===== src/rtl/prod_acc_pkg.sv =====
// prod_acc_pkg
//   Shared definitions for the product accumulator slice: the two-state
//   frame FSM encoding and the default widths used as parameter defaults.
package prod_acc_pkg;

   localparam int PW_DEF    = 64;   // product width (multiplier p)
   localparam int ACC_W_DEF = 72;   // accumulator width, >= PW
   localparam int CNT_W_DEF = 8;    // beat counter width

   typedef enum logic {
      ACCUM = 1'b0,   // taking product beats
      HOLD  = 1'b1    // frame result presented, waiting for drain
   } state_t;

endpackage


===== src/rtl/prod_accumulator_if.sv =====
// prod_accumulator_if
//   Groups the product-input handshake and the result-output handshake.
//   slave  : accumulator view (consumes products, produces results)
//   master : environment view (multiplier side + result consumer)
//   Signals: p_valid/p_ready/p_data/p_last/flush   product beats
//            acc_valid/acc_ready/acc_data/acc_count/acc_ovf   frame result
interface prod_accumulator_if
   import prod_acc_pkg::*;
#(
   parameter int PW    = PW_DEF,
   parameter int ACC_W = ACC_W_DEF,
   parameter int CNT_W = CNT_W_DEF
);

   logic             p_valid;
   logic             p_ready;
   logic [PW-1:0]    p_data;
   logic             p_last;
   logic             flush;
   logic             acc_valid;
   logic             acc_ready;
   logic [ACC_W-1:0] acc_data;
   logic [CNT_W-1:0] acc_count;
   logic             acc_ovf;

   modport slave (
      input  p_valid, p_data, p_last, flush, acc_ready,
      output p_ready, acc_valid, acc_data, acc_count, acc_ovf
   );

   modport master (
      output p_valid, p_data, p_last, flush, acc_ready,
      input  p_ready, acc_valid, acc_data, acc_count, acc_ovf
   );

endinterface


===== src/rtl/prod_acc_datapath.sv =====
// prod_acc_datapath
//   Wide accumulator and saturating beat counter.
//   clk    : clock
//   clear  : zero sum and count (takes priority over enable)
//   enable : add data into sum and bump count
//   data   : unsigned product, zero-extended into the sum
//   sum    : registered running sum (wraps on carry-out)
//   count  : registered beat count (sticks at all-ones)
//   carry  : carry-out of sum + data this cycle (combinational)
//   sat    : count is already all-ones (combinational)
module prod_acc_datapath
   import prod_acc_pkg::*;
#(
   parameter int PW    = PW_DEF,
   parameter int ACC_W = ACC_W_DEF,
   parameter int CNT_W = CNT_W_DEF
) (
   input  logic             clk,
   input  logic             clear,
   input  logic             enable,
   input  logic [PW-1:0]    data,
   output logic [ACC_W-1:0] sum,
   output logic [CNT_W-1:0] count,
   output logic             carry,
   output logic             sat
);

   logic [ACC_W:0] sum_ext;

   // One extra bit on the adder exposes the carry-out beyond ACC_W.
   assign sum_ext = {1'b0, sum} + {{(ACC_W + 1 - PW){1'b0}}, data};
   assign carry   = sum_ext[ACC_W];
   assign sat     = &count;

   always_ff @(posedge clk) begin
      if (clear) begin
         sum   <= '0;
         count <= '0;
      end else if (enable) begin
         sum <= sum_ext[ACC_W-1:0];
         if (!sat) begin
            count <= count + CNT_W'(1);
         end
      end
   end

endmodule


===== src/rtl/prod_accumulator.sv =====
// prod_accumulator
//   Sums one frame of 64-bit unsigned products and holds the frame total,
//   beat count and sticky overflow until a consumer drains it.
//   clk : clock, rising edge
//   rst : synchronous active-high reset; discards any partial frame
//   bus : prod_accumulator_if.slave
//         p_valid/p_ready/p_data/p_last/flush  product beats in
//         acc_valid/acc_ready/acc_data/acc_count/acc_ovf  frame result out
module prod_accumulator
   import prod_acc_pkg::*;
#(
   parameter int PW    = PW_DEF,
   parameter int ACC_W = ACC_W_DEF,
   parameter int CNT_W = CNT_W_DEF
) (
   input  logic                  clk,
   input  logic                  rst,
   prod_accumulator_if.slave     bus
);

   state_t           state_q;
   state_t           state_d;
   logic             accept;
   logic             close;
   logic             drain;
   logic             dp_clear;
   logic             ovf_q;
   logic [ACC_W-1:0] sum;
   logic [CNT_W-1:0] count;
   logic             carry;
   logic             sat;

   // Handshake outputs depend only on state and rst, never on p_valid.
   assign bus.p_ready   = (state_q == ACCUM) && !rst;
   assign bus.acc_valid = (state_q == HOLD) && !rst;

   assign accept   = bus.p_valid && bus.p_ready;
   assign drain    = (state_q == HOLD) && bus.acc_ready;
   // Draining and reset both start a fresh frame from zero.
   assign dp_clear = rst || drain;

   prod_acc_datapath #(
      .PW    (PW),
      .ACC_W (ACC_W),
      .CNT_W (CNT_W)
   ) u_datapath (
      .clk    (clk),
      .clear  (dp_clear),
      .enable (accept),
      .data   (bus.p_data),
      .sum    (sum),
      .count  (count),
      .carry  (carry),
      .sat    (sat)
   );

   always_comb begin
      state_d = state_q;
      close   = 1'b0;
      case (state_q)
         ACCUM: begin
            // A flush closes the frame only if it would carry at least one
            // beat: either one already counted or one accepted this cycle.
            close = (accept && bus.p_last) ||
                    (bus.flush && bus.p_ready && (accept || (count != '0)));
            if (close) begin
               state_d = HOLD;
            end
         end
         HOLD: begin
            if (bus.acc_ready) begin
               state_d = ACCUM;
            end
         end
         default: state_d = ACCUM;
      endcase
   end

   always_ff @(posedge clk) begin
      if (rst) begin
         state_q <= ACCUM;
      end else begin
         state_q <= state_d;
      end
   end

   // Sticky overflow: a lost carry or a beat arriving with the count
   // already pinned at all-ones.
   always_ff @(posedge clk) begin
      if (dp_clear) begin
         ovf_q <= 1'b0;
      end else if (accept && (carry || sat)) begin
         ovf_q <= 1'b1;
      end
   end

   assign bus.acc_data  = sum;
   assign bus.acc_count = count;
   assign bus.acc_ovf   = ovf_q;

endmodule


===== src/flat_wrapper.sv =====
// flat-port wrapper written by rule: the top's interface ports become plain ports
module prod_accumulator_flat import prod_acc_pkg::*;
#(
   parameter int PW    = PW_DEF,
   parameter int ACC_W = ACC_W_DEF,
   parameter int CNT_W = CNT_W_DEF
)
  (clk, rst, bus_p_valid, bus_p_data, bus_p_last, bus_flush, bus_acc_ready, bus_p_ready, bus_acc_valid, bus_acc_data, bus_acc_count, bus_acc_ovf);
  prod_accumulator_if #(.PW(PW), .ACC_W(ACC_W), .CNT_W(CNT_W)) bus_i ();
  input  logic clk;
  input  logic rst;
  input wire logic [$bits(bus_i.p_valid)-1:0] bus_p_valid;
  input wire logic [$bits(bus_i.p_data)-1:0] bus_p_data;
  input wire logic [$bits(bus_i.p_last)-1:0] bus_p_last;
  input wire logic [$bits(bus_i.flush)-1:0] bus_flush;
  input wire logic [$bits(bus_i.acc_ready)-1:0] bus_acc_ready;
  output wire logic [$bits(bus_i.p_ready)-1:0] bus_p_ready;
  output wire logic [$bits(bus_i.acc_valid)-1:0] bus_acc_valid;
  output wire logic [$bits(bus_i.acc_data)-1:0] bus_acc_data;
  output wire logic [$bits(bus_i.acc_count)-1:0] bus_acc_count;
  output wire logic [$bits(bus_i.acc_ovf)-1:0] bus_acc_ovf;
  assign bus_i.p_valid = bus_p_valid;
  assign bus_i.p_data = bus_p_data;
  assign bus_i.p_last = bus_p_last;
  assign bus_i.flush = bus_flush;
  assign bus_i.acc_ready = bus_acc_ready;
  assign bus_p_ready = bus_i.p_ready;
  assign bus_acc_valid = bus_i.acc_valid;
  assign bus_acc_data = bus_i.acc_data;
  assign bus_acc_count = bus_i.acc_count;
  assign bus_acc_ovf = bus_i.acc_ovf;
  prod_accumulator #(.PW(PW), .ACC_W(ACC_W), .CNT_W(CNT_W)) u_core (.clk(clk), .rst(rst), .bus(bus_i));
endmodule

===== config.mk =====
export PLATFORM = sky130hd
export DESIGN_NAME = prod_accumulator_flat
export DESIGN_NICKNAME = d
export VERILOG_FILES = /design/src/rtl/prod_acc_pkg.sv /design/src/rtl/prod_accumulator_if.sv /design/src/rtl/prod_acc_datapath.sv /design/src/rtl/prod_accumulator.sv /design/src/flat_wrapper.sv
export SDC_FILE = /design/constraint.sdc
export NUM_CORES = 1
export LEC_CHECK = 0
export ABC_AREA = 1
export BUFFER_PORTS_ARGS = -buffer_cell sky130_fd_sc_hd__buf_2
export CAP_MARGIN = 40
export CORE_MARGIN = 1
export CORE_UTILIZATION = 40
export CTS_CLUSTER_DIAMETER = 200
export CTS_CLUSTER_SIZE = 8
export DETAILED_ROUTE_END_ITERATION = 10
export SETUP_SLACK_MARGIN = 0.02
export SLEW_MARGIN = 20
export SYNTH_ARGS = -nofsm -noshare
export SYNTH_HDL_FRONTEND = slang
export SYNTH_SLANG_ARGS = --single-unit

===== constraint.sdc =====
create_clock -name clk -period 2.9 [get_ports clk]
set_clock_uncertainty 0.2 [all_clocks]
set_input_delay 0.145 -clock clk [delete_from_list [all_inputs] [get_ports clk]]
set_output_delay 0.145 -clock clk [all_outputs]
set_load 0.02 [all_outputs]

==> run_results.csv, run 1 <==
group,metric,value,unit
run_status,status,"finished, final reports clean",
sta,drv_slew,0,
job,maxCapViolations,0,
cells_and_area,area.sequential,1640,um^2
cells_and_area,areaGrowthSynthToFinish,16.8,%
sta,period_share,91.9,%
synth,synth_top_area_share,25.7,%
sta,final-hold-violation-count,0,
route,drc,0,
floorplanning,fp.dieArea,24400,um^2
route,vias_per_cell,4.87,
clock_tree,cts_max_path_buffers,2,
cells_and_area,layout-drive-gt1-share,15.0,%
critical_path,r2r_cells,13,
power_and_ir_drop,ir_worst_vdd,296,uV
critical_path,critPathKind,"input port to flip-flop",
floorplanning,core.rowCount,56,
critical_path,rr_startpoint,"u_core.u_datapath.sum[50]",
critical_path,r2r_slack,250,ps
power_and_ir_drop,leakage,6.82,nW
critical_path,critical_path.max_fanout,4,
synth,synth_edf_count,0,
sta,slew_headroom,54.2,%
synth,async_reset_ff_share,0,%
synth,ys_ff_latch,82,
route,vias,11000,
floorplanning,die_x,156,um
floorplanning,start_util,40.6,%
route,avgRoutedWirePerCell,15.7,um
critical_path,endpoint_kind,"flip-flop",
global_route,grt_start_max_net_pins,55,
clock_tree,cts_setup_buffers,0,
sta,finalSetupViolations,0,
global_route,antenna_found_initial,0,
sta,fmax,375,MHz
clock_tree,clk_latency,360,ps
sta,min_period,2660,ps
place,dp_cells,2245,
critical_path,crit_required,2950,ps
cells_and_area,fin_cells,2264,
synth,ys_warn_count,0,
synth,yosys-top-cells-count,"650 x nand2_1, 357 x inv_1, 188 x nor2_1, 96 x nand3_1, 83 x a21oi_1",
critical_path,endpoint,"u_core.u_datapath.sum[68]",
synth,syn_area_per_cell,5.35,um^2
floorplanning,core_area,23400,um^2
place,postPlaceCellArea,10700,um^2
global_route,grt.total_usage,29.3,%
power_and_ir_drop,powerDensity,451,nW/um^2
global_route,overflow,0,
synth,synth_area,9500,um^2
floorplanning,die_y,156,um
clock_tree,clk_pin_slew,70,ps
cells_and_area,nets,2077,
global_route,grt_pass1_vias,9732,
critical_path,reg2reg_to,"u_core.u_datapath.sum[67]",
clock_tree,cts_tree,"built",
min_path,hold_path.class,"input port to flip-flop",
synth,ys_seq_area_share,17.3,%
route,drtAntennaViolNets,0,
sta,final.setup.tns,0,ps
sta,rsz0062_at_grt,"no",
critical_path,worstPathArrival,2720,ps
synth,synthFlopType,"dfxtp_1",
power_and_ir_drop,power.total,5.01,mW
place,gp_congestion,0.990,
cells_and_area,multi_input_area,6410,um^2
clock_tree,cts_root_buffer,"clkbuf_16",
route,dr.pass1.iters,6,
floorplanning,pin_count,153,
route,routed_wl,35600,um
synth,syn_nets,1914,
synth,synth_area_leaders,"nand2_1 26%, dfxtp_1 17%, inv_1 14%",
cells_and_area,utilization,47.4,%
synth,synth_cell_type_count,37,
cells_and_area,n_antenna_cell,0,
critical_path,critical_path.startpoint,"bus_p_data[0]",
clock_tree,htreeDepth,3,
place,io_buffers,152,
route,drt_iter0_drc,974,
synth,synth.most_common_cell,"nand2_1",
place,place_hpwl,29700,um
cells_and_area,nFillCells,2681,
clock_tree,cts_buffers,9,
synth,synth_cells,1777,
critical_path,critPathLaunchType,"input port",
synth,synth_top_cell_by_area,"nand2_1",
global_route,grt_pass1_wl,54200,um
clock_tree,cts_sinks,82,
cells_and_area,postLayoutCellArea,11100,um^2
sta,worst_slew_pin_slew,686,ps
[critical path, stage by stage]
cell and delay (ps):
dlygate4sd3_1 540, buf_2 120, ha_1 220, fa_1 460, nand2_1 90, nand3_1 80, and2_1 190, nand2_1 100
nand3_2 170, nand2_1 120, nand2_2 90, nand2_1 80, nand2_1 110, a21oi_1 140, nor2_1 60
[cell families (layout without fill, tap and decap cells)]
family	after synthesis	count (layout)	synth area share, %
simple gates	1057	1057	46.9
buf+inv	389	557	15.5
compound gates	149	149	8.37
flops	82	82	17.3
fa+ha+maj	67	67	8.90
xor+xnor	33	33	3.04
[worst min-delay path by stage]
stage                  startpoint  depth (start not counted)                  endpoint  slack, ps
global route        bus_p_data[1]                          4  u_core.u_datapath.sum[1]        110
detailed placement      bus_flush                          3            u_core.state_q        250
global placement        bus_flush                          3            u_core.state_q        240
floorplan               bus_flush                          2            u_core.state_q        100
finish              bus_p_data[1]                          4  u_core.u_datapath.sum[1]         50
CTS                 bus_p_data[1]                          4  u_core.u_datapath.sum[1]         40
[cells in the final DEF (no fill, tap or decap), types with 4 or more instances in the layout]
cell type  Yosys  layout
nor3_2         4       4
xor2_1        24      24
nor3_1        12      12
clkbuf_16      0       9
dfxtp_1       82      82
a21oi_1       83      83
o21bai_1      10      10
nor4_1         6       6
nor2_1       188     188
o21ai_0       42      42
inv_1        357     356
nand3_2        9       9
nand2_1      650     650
nor2_2        21      21
inv_2          9      10
nor2_4         5       5
xnor2_1        9       8
nand3_1       96      96
ha_1          66      66
o21ai_1        5       5
nand2_2       50      50
buf_4          1      18
buf_2          6     152
nand4_1        7       7
[through the flow]
stage,setup WS (ps),hold slack [ps]
4_1_cts,174,43.7
2_1_floorplan,683,103
5_1_grt,68.5,105
3_5_place_dp,265,250
3_3_place_gp,213,238
6_report,235,52.1
[state kept, by name, summed over array words and instances, names as in the netlist]
name and cells:
u_core.bus.acc_ovf 1, u_core.u_datapath.count 8, u_core.u_datapath.sum 72, u_core.state_q 1
[power by group]
group | leakage [nW] | internal, mW | total, mW | switching (mW)
sequential | 0.675 | 1.23 | 1.32 | 0.0933
combinational | 5.98 | 0.752 | 2.33 | 1.58
clock | 0.163 | 0.805 | 1.35 | 0.547
[area by class of cell]
class / count / share of cell area (%)
clock buffer: 12 / 2.31
clock inverter: 4 / 0.665
timing repair buffer: 174 / 8.52
tap: 319 / 3.60
inverter: 367 / 12.4
multi-input combinational: 1306 / 57.7
sequential: 82 / 14.8
[timing repair]
item,CTS,global route
endpoints found under the hold margin,2,0
hold buffers,3,0
endpoints found under the setup margin,0,1
resized for setup,0,1
[layer usage]
layer	global-route usage, %	vias up	wire length [um]
met5	0	-	0
met4	7.42	0	714
met3	4.25	44	2920
met2	43.0	398	14300
met1	44.1	4902	17700
li1	-	5692	-
No activity file was read; power rests on OpenSTA's default activity.
==> run 2: changes to the inputs <==
==> constraint.sdc (replaced) <==
create_clock -name clk -period 2.9 [get_ports clk]
set_clock_uncertainty 0.2 [all_clocks]
set_input_delay 0.29 -clock clk [delete_from_list [all_inputs] [get_ports clk]]
set_output_delay 0.29 -clock clk [all_outputs]
set_load 0.02 [all_outputs]
==> run 2 against run 1 <==
Net effect:
- largest power group unchanged
- routed wire length decreased by 0.88%
- design area down 0.71%
- setup slack got worse by 170 ps
- critical path depth down 4
- maximum frequency decreased by 6.1%
==> run_results.csv, run 2 (synthesis gave the netlist of run 1 again) <==
group,metric,value,unit
run_status,status,"finished, final reports clean",
min_path,hold_path.class,"input port to flip-flop",
route,vias_per_cell,4.85,
place,place_hpwl,29400,um
global_route,grt_pass1_vias,9841,
floorplanning,core.rowCount,56,
route,dr.pass1.iters,5,
critical_path,crit_chain,"ha_1 > nand2_1 > nor2_1 > inv_1 > nor2_1 > inv_1 > nor4_1 > nand2_1 > nand2_1 > nand2_1 > a21oi_2",
sta,rsz0062_at_grt,"no",
cells_and_area,nets,2075,
critical_path,cp_common_cell,"nand2_1",
job,maxCapViolations,0,
cells_and_area,postLayoutCellArea,11000,um^2
global_route,overflow,0,
clock_tree,cts_buffers,9,
cells_and_area,max_flop_register,"u_core.u_datapath.sum",
sta,period_share,97.9,%
critical_path,reg2reg_to,"u_core.bus.acc_ovf",
clock_tree,cts_sinks,82,
cells_and_area,n_antenna_cell,0,
floorplanning,core_area,23400,um^2
sta,fmax,352,MHz
sta,drv_slew,0,
critical_path,critical_path.startpoint,"u_core.u_datapath.sum[57]",
place,io_buffers,152,
global_route,grt.total_usage,29.3,%
critical_path,rr_startpoint,"u_core.u_datapath.sum[57]",
sta,final.setup.tns,0,ps
clock_tree,cts_tree,"built",
cells_and_area,largest_reg_flops,72,
sta,final-hold-violation-count,0,
sta,slew_headroom,46.6,%
clock_tree,cts_max_path_buffers,2,
power_and_ir_drop,leakage,6.79,nW
clock_tree,clk_latency,360,ps
global_route,grt_pass1_wl,54500,um
place,postPlaceCellArea,10700,um^2
clock_tree,clk_pin_slew,70,ps
clock_tree,htreeDepth,3,
min_path,whs_endpoint,"u_core.state_q",
sta,worst_slew_pin_slew,793,ps
clock_tree,cts_setup_buffers,0,
floorplanning,die_y,156,um
cells_and_area,final_cell_mix,"650 x nand2_1, 356 x inv_1, 188 x nor2_1, 152 x buf_2, 96 x nand3_1",
sta,whs,23.9,ps
critical_path,critical_path_cell_count,11,
floorplanning,pin_count,153,
place,gp_congestion,1.00,
sta,min_period,2840,ps
floorplanning,start_util,40.6,%
route,avgRoutedWirePerCell,15.6,um
critical_path,crit_required,2980,ps
route,drc,0,
critical_path,cpLargestDelayFamily,"simple AND/OR/NAND/NOR gates",
global_route,grt_start_max_net_pins,65,
min_path,whs_path_depth,3,
floorplanning,die_x,156,um
clock_tree,post_cts_resized,0,
critical_path,critPathKind,"flip-flop to flip-flop",
clock_tree,cts_root_buffer,"clkbuf_16",
power_and_ir_drop,ir_worst_vdd,209,uV
critical_path,r2r_slack,60,ps
global_route,antenna_found_initial,0,
cells_and_area,areaGrowthSynthToFinish,16.0,%
power_and_ir_drop,powerDensity,436,nW/um^2
critical_path,critPathSlowestCell,"nor4_1",
cells_and_area,largest_registers,"u_core.u_datapath.sum x72, u_core.u_datapath.count x8",
critical_path,critPathLaunchType,"flip-flop",
critical_path,critical_path.max_fanout,5,
critical_path,path_buf_inv,2,
critical_path,endpoint_kind,"flip-flop",
cells_and_area,final_common_cell,"nand2_1",
floorplanning,fp.dieArea,24400,um^2
critical_path,r2r_cells,11,
cells_and_area,layout-drive-gt1-share,15.0,%
route,drtAntennaViolNets,0,
route,drt_iter0_drc,1135,
critical_path,critPathMaxStageDelay,540,ps
critical_path,worstPathArrival,2920,ps
sta,finalSetupViolations,0,
min_path,hold_path.startpoint,"bus_flush",
route,routed_wl,35300,um
route,vias,11000,
clock_tree,hold_buffers,0,
==> run 2: changes by cell type in the layout (fill, tap and decap cells not counted) <==
cell,delta
buf_4,+1
clkbuf_1,-1
clkinv_2,+3
dlygate4sd3_1,-3
xnor2_2,-1
bufinv_16,-2
xnor2_1,+1
==> run 2: worst max path at each step <==
stage | slack, ps | end
global route | 40 | u_core.bus.acc_ovf
CTS | 270 | u_core.bus.acc_ovf
floorplan | 680 | u_core.u_datapath.sum[68]
detailed placement | 250 | u_core.u_datapath.sum[68]
finish | 60 | u_core.bus.acc_ovf
global placement | 250 | u_core.u_datapath.sum[68]
==> run 2: where the power goes <==
part           internal (mW)  switching (mW)  leakage (nW)
logic                  0.746            1.58          5.97
registers               1.23          0.0944         0.675
clock network          0.624           0.526         0.145
total                   2.60            2.20          6.79
==> run 2: worst register-to-register path, delay by kind of cell, from the launching register on <==
family | cells | cell delay [ps]
adder cells (fa/ha/maj) | 1 | 490
AO/OA/AOI/OAI | 1 | 110
buffers and inverters | 2 | 190
flip-flops | 1 | 420
AND/OR/NAND/NOR | 7 | 1370
==> run 2: cell type report <==
type / instances / area (um^2)
Inverter: 367 / 1380
Multi-Input combinational cell: 1306 / 6400
Tap cell: 319 / 399
Clock buffer: 11 / 253
Timing Repair Buffer: 172 / 923
Clock inverter: 5 / 28.8
Sequential cell: 82 / 1640
Fill cell: 2711 / 12400
==> run 2: through the flow <==
stage / worst slack [ps] / power [mW] / cells / util, %
after floorplan: 683 / 2.88 / 1777 / -
after global placement: 253 / 3.63 / 2246 / 45.9
after detailed placement: 248 / 3.63 / 2246 / 45.9
after CTS: 274 / 4.81 / 2262 / 47.1
after global routing: 44.9 / 5.16 / 2262 / 47.1
final: 61.2 / 4.80 / 2262 / 47.1
==> run 2: routing by layer <==
metal | GRT usage [%] | up-vias | share of wire, %
met3 | 4.69 | 43 | 8.0
met4 | 8.22 | 0 | 2.1
met1 | 43.2 | 4856 | 49
li1 | - | 5679 | -
met5 | 0 | - | 0
met2 | 43.4 | 396 | 41
==> run 3: changes to the inputs <==
--- a/config.mk
+++ b/config.mk
@@ -5,7 +5,6 @@
 export SDC_FILE = /design/constraint.sdc
 export NUM_CORES = 1
 export LEC_CHECK = 0
-export ABC_AREA = 1
 export BUFFER_PORTS_ARGS = -buffer_cell sky130_fd_sc_hd__buf_2
 export CAP_MARGIN = 40
 export CORE_MARGIN = 1
==> run 3 against run 2 <==
Net effect:
- the run now ends with negative setup slack left
- combinational power increased by 24%
- register-to-register slack worse by 190 ps
- sequential power about the same
- cell count is 36% lower
- critical path type unchanged
==> run_results.csv, run 3 <==
group,metric,value,unit
run_status,status,"complete, but fails checks",
run_status,violations,"negative setup slack",
clock_tree,htreeDepth,3,
clock_tree,cts_max_path_buffers,2,
synth,ys_seq_area_share,24.8,%
synth,synth_area_leaders,"dfxtp_1 25%, ha_1 12%, a21oi_1 8.3%",
floorplanning,fp.dieArea,17100,um^2
sta,final-hold-violation-count,0,
power_and_ir_drop,ir_worst_vdd,322,uV
critical_path,reg2reg_to,"u_core.u_datapath.sum[63]",
power_and_ir_drop,pwr-share-comb,53.6,%
power_and_ir_drop,intPower,3.23,mW
power_and_ir_drop,seqPwrFrac,25.4,%
cells_and_area,largest_reg_flops,72,
sta,final.setup.tns,-878,ps
sta,drv_slew,0,
floorplanning,start_util,41.3,%
power_and_ir_drop,powerDensity,515,nW/um^2
cells_and_area,max_flop_register,"u_core.u_datapath.sum",
cells_and_area,largest_registers,"u_core.u_datapath.sum x72, u_core.u_datapath.count x8",
route,vias_per_cell,5.30,
global_route,grt_start_max_net_pins,57,
synth,ys_ff_latch,82,
critical_path,cpLargestDelayFamily,"compound AO/OA/AOI/OAI gates",
route,drc,0,
floorplanning,core_area,16100,um^2
critical_path,crit_required,2980,ps
power_and_ir_drop,switching_share,39.9,%
global_route,overflow,0,
synth,synth_top_area_share,24.8,%
sta,worst_slew_pin_slew,693,ps
synth,synthSimpleGateAreaFrac,20.9,%
critical_path,critPathLaunchType,"flip-flop",
clock_tree,clk_pin_slew,70,ps
synth,synth_edf_count,0,
power_and_ir_drop,power_switching,2.14,mW
min_path,hold_path.class,"input port to flip-flop",
floorplanning,die_y,131,um
critical_path,critPathKind,"flip-flop to flip-flop",
sta,setup_ws,-127,ps
sta,period_share,104,%
route,dr.pass1.iters,5,
synth,yosys.area_share.xor_xnor,8.45,%
global_route,antenna_found_initial,0,
critical_path,endpoint_kind,"flip-flop",
route,routed_wl,21900,um
sta,finalSetupViolations,16,
cells_and_area,final_cell_mix,"207 x buf_4, 152 x buf_2, 133 x nand2_1, 80 x a21oi_1, 62 x dfxtp_1",
cells_and_area,n_antenna_cell,0,
power_and_ir_drop,power.total,5.37,mW
critical_path,critical_path.max_fanout,4,
global_route,grt.total_usage,25.1,%
min_path,whs_endpoint,"u_core.state_q",
cells_and_area,layout-drive-gt1-share,44.2,%
floorplanning,die_x,131,um
synth,synth_top_family_by_area,"compound AO/OA/AOI/OAI gates",
synth,async_reset_ff_share,0,%
clock_tree,cts_buffers,9,
clock_tree,cts_sinks,82,
route,drt_iter0_drc,393,
synth,synth.most_common_cell,"nand2_1",
synth,synth_fa_ha_area_share,12.8,%
critical_path,crit_chain,"ha_4 > nand2_2 > nor4_4 > buf_4 > and3_4 > a2111oi_4 > buf_4 > o31a_1 > o31a_1 > o31ai_4 > nand4b_1 > o211ai_1",
critical_path,rr_startpoint,"u_core.u_datapath.sum[23]",
power_and_ir_drop,power.share.clock,21.0,%
cells_and_area,nFillCells,1387,
critical_path,critPathMaxStageDelay,340,ps
clock_tree,clk_latency,350,ps
floorplanning,core.rowCount,46,
global_route,grt_pass1_vias,7162,
global_route,grt_pass1_wl,34100,um
clock_tree,cts_root_buffer,"clkbuf_16",
sta,fmax,330,MHz
cells_and_area,areaGrowthSynthToFinish,57.4,%
critical_path,path_buf_inv,2,
synth,yosys-top-cells-count,"146 x nand2_1, 110 x a21oi_1, 82 x dfxtp_1, 71 x o21ai_0, 66 x ha_1",
floorplanning,pin_count,153,
sta,rsz0062_at_grt,"yes",
synth,synth_cell_type_count,64,
synth,muxShareOfSynthArea,0.905,%
critical_path,r2r_cells,12,
clock_tree,cts_tree,"built",
sta,slew_headroom,53.8,%
place,gp_congestion,0.889,
critical_path,r2r_slack,-130,ps
min_path,hold_path.startpoint,"bus_p_last",
sta,whs,46.5,ps
cells_and_area,utilization,65.0,%
route,avgRoutedWirePerCell,15.1,um
critical_path,worstPathArrival,3100,ps
critical_path,critPathSlowestCell,"dfxtp_2",
min_path,whs_path_depth,3,
job,maxCapViolations,0,
place,io_buffers,152,
synth,synth_compound_area_share,28.6,%
cells_and_area,nets,1366,
synth,synthFlopType,"dfxtp_1",
synth,synth_cells,891,
synth,synth_top_cell_by_area,"dfxtp_1",
synth,syn_area_per_cell,7.44,um^2
sta,min_period,3030,ps
synth,syn_nets,1028,
route,vias,7682,
synth,ys_warn_count,0,
route,drtAntennaViolNets,0,
power_and_ir_drop,leakage,4.70,nW
cells_and_area,final_common_cell,"buf_4",
synth,synth_area,6630,um^2
place,place_hpwl,16300,um
[run 3: area by class of cell]
cell class                      count  area [um^2]  area share [%]
Multi-Input combinational cell    746         5740            54.9
Timing Repair Buffer              366         2390            22.9
Clock buffer                       11          243            2.33
Clock inverter                      5         37.5           0.360
Sequential cell                    82         1670            16.0
Tap cell                          216          270            2.59
Inverter                           24         90.1           0.863
[run 3: metal layers]
metal  part of all wire (%)  routed length [um]  global-route usage [%]  up-vias
met5                      0                   0                       0        -
met4                   0.87                 192                    6.69        0
met3                    5.9                1300                    4.28       13
met2                     47               10400                    42.4      202
met1                     46               10100                    33.0     3574
li1                       -                   -                       -     3893
[run 3: stage by stage]
stage | instance area, um^2 | setup slack (ps) | instances
2_1_floorplan | 6860 | 0.199 | 891
3_3_place_gp | 9240 | -244 | 1419
3_5_place_dp | 9240 | -347 | 1419
5_1_grt | 10400 | -243 | 1450
6_report | 10400 | -127 | 1450
4_1_cts | 9960 | -156 | 1442
[run 3: worst min-delay path: cells and delay by family]
family	cells	cell delay [ps]
compound gates	2	200
buf+inv	1	80
[run 3: cell families after synthesis]
group           Yosys count
mux                       6
simple gates            305
fa+ha+maj                67
compound gates          304
xor+xnor                 64
flops                    82
buf+inv                  63
[run 3: power groups by stage]
stage / sequential, mW / clock [mW] / combinational (mW)
floorplan: 1.52 / 0 / 1.30
global placement: 1.37 / 0 / 2.47
detailed placement: 1.37 / 0 / 2.48
CTS: 1.36 / 1.15 / 2.66
global route: 1.38 / 1.19 / 3.13
finish: 1.36 / 1.13 / 2.88
[run 3: timing repair]
item                       4_1_cts  5_1_grt
pin swaps                       42       38
gates resized for setup         88       88
setup endpoints to repair       34       41
hold buffers                     0        0
cloned                           0        0
buffers inserted                 7       10
[run 3: worst max-delay path by stage]
stage                                end  cells past startpoint  slack, ps                       from
2_1_floorplan  u_core.u_datapath.sum[69]                     11        0.2   u_core.u_datapath.sum[1]
3_3_place_gp   u_core.u_datapath.sum[59]                     13       -240             bus_p_data[34]
3_5_place_dp   u_core.u_datapath.sum[69]                     12       -350              bus_p_data[4]
4_1_cts        u_core.u_datapath.sum[68]                     13       -160   u_core.u_datapath.sum[0]
5_1_grt        u_core.u_datapath.sum[68]                     13       -240   u_core.u_datapath.sum[0]
6_report       u_core.u_datapath.sum[63]                     12       -130  u_core.u_datapath.sum[23]
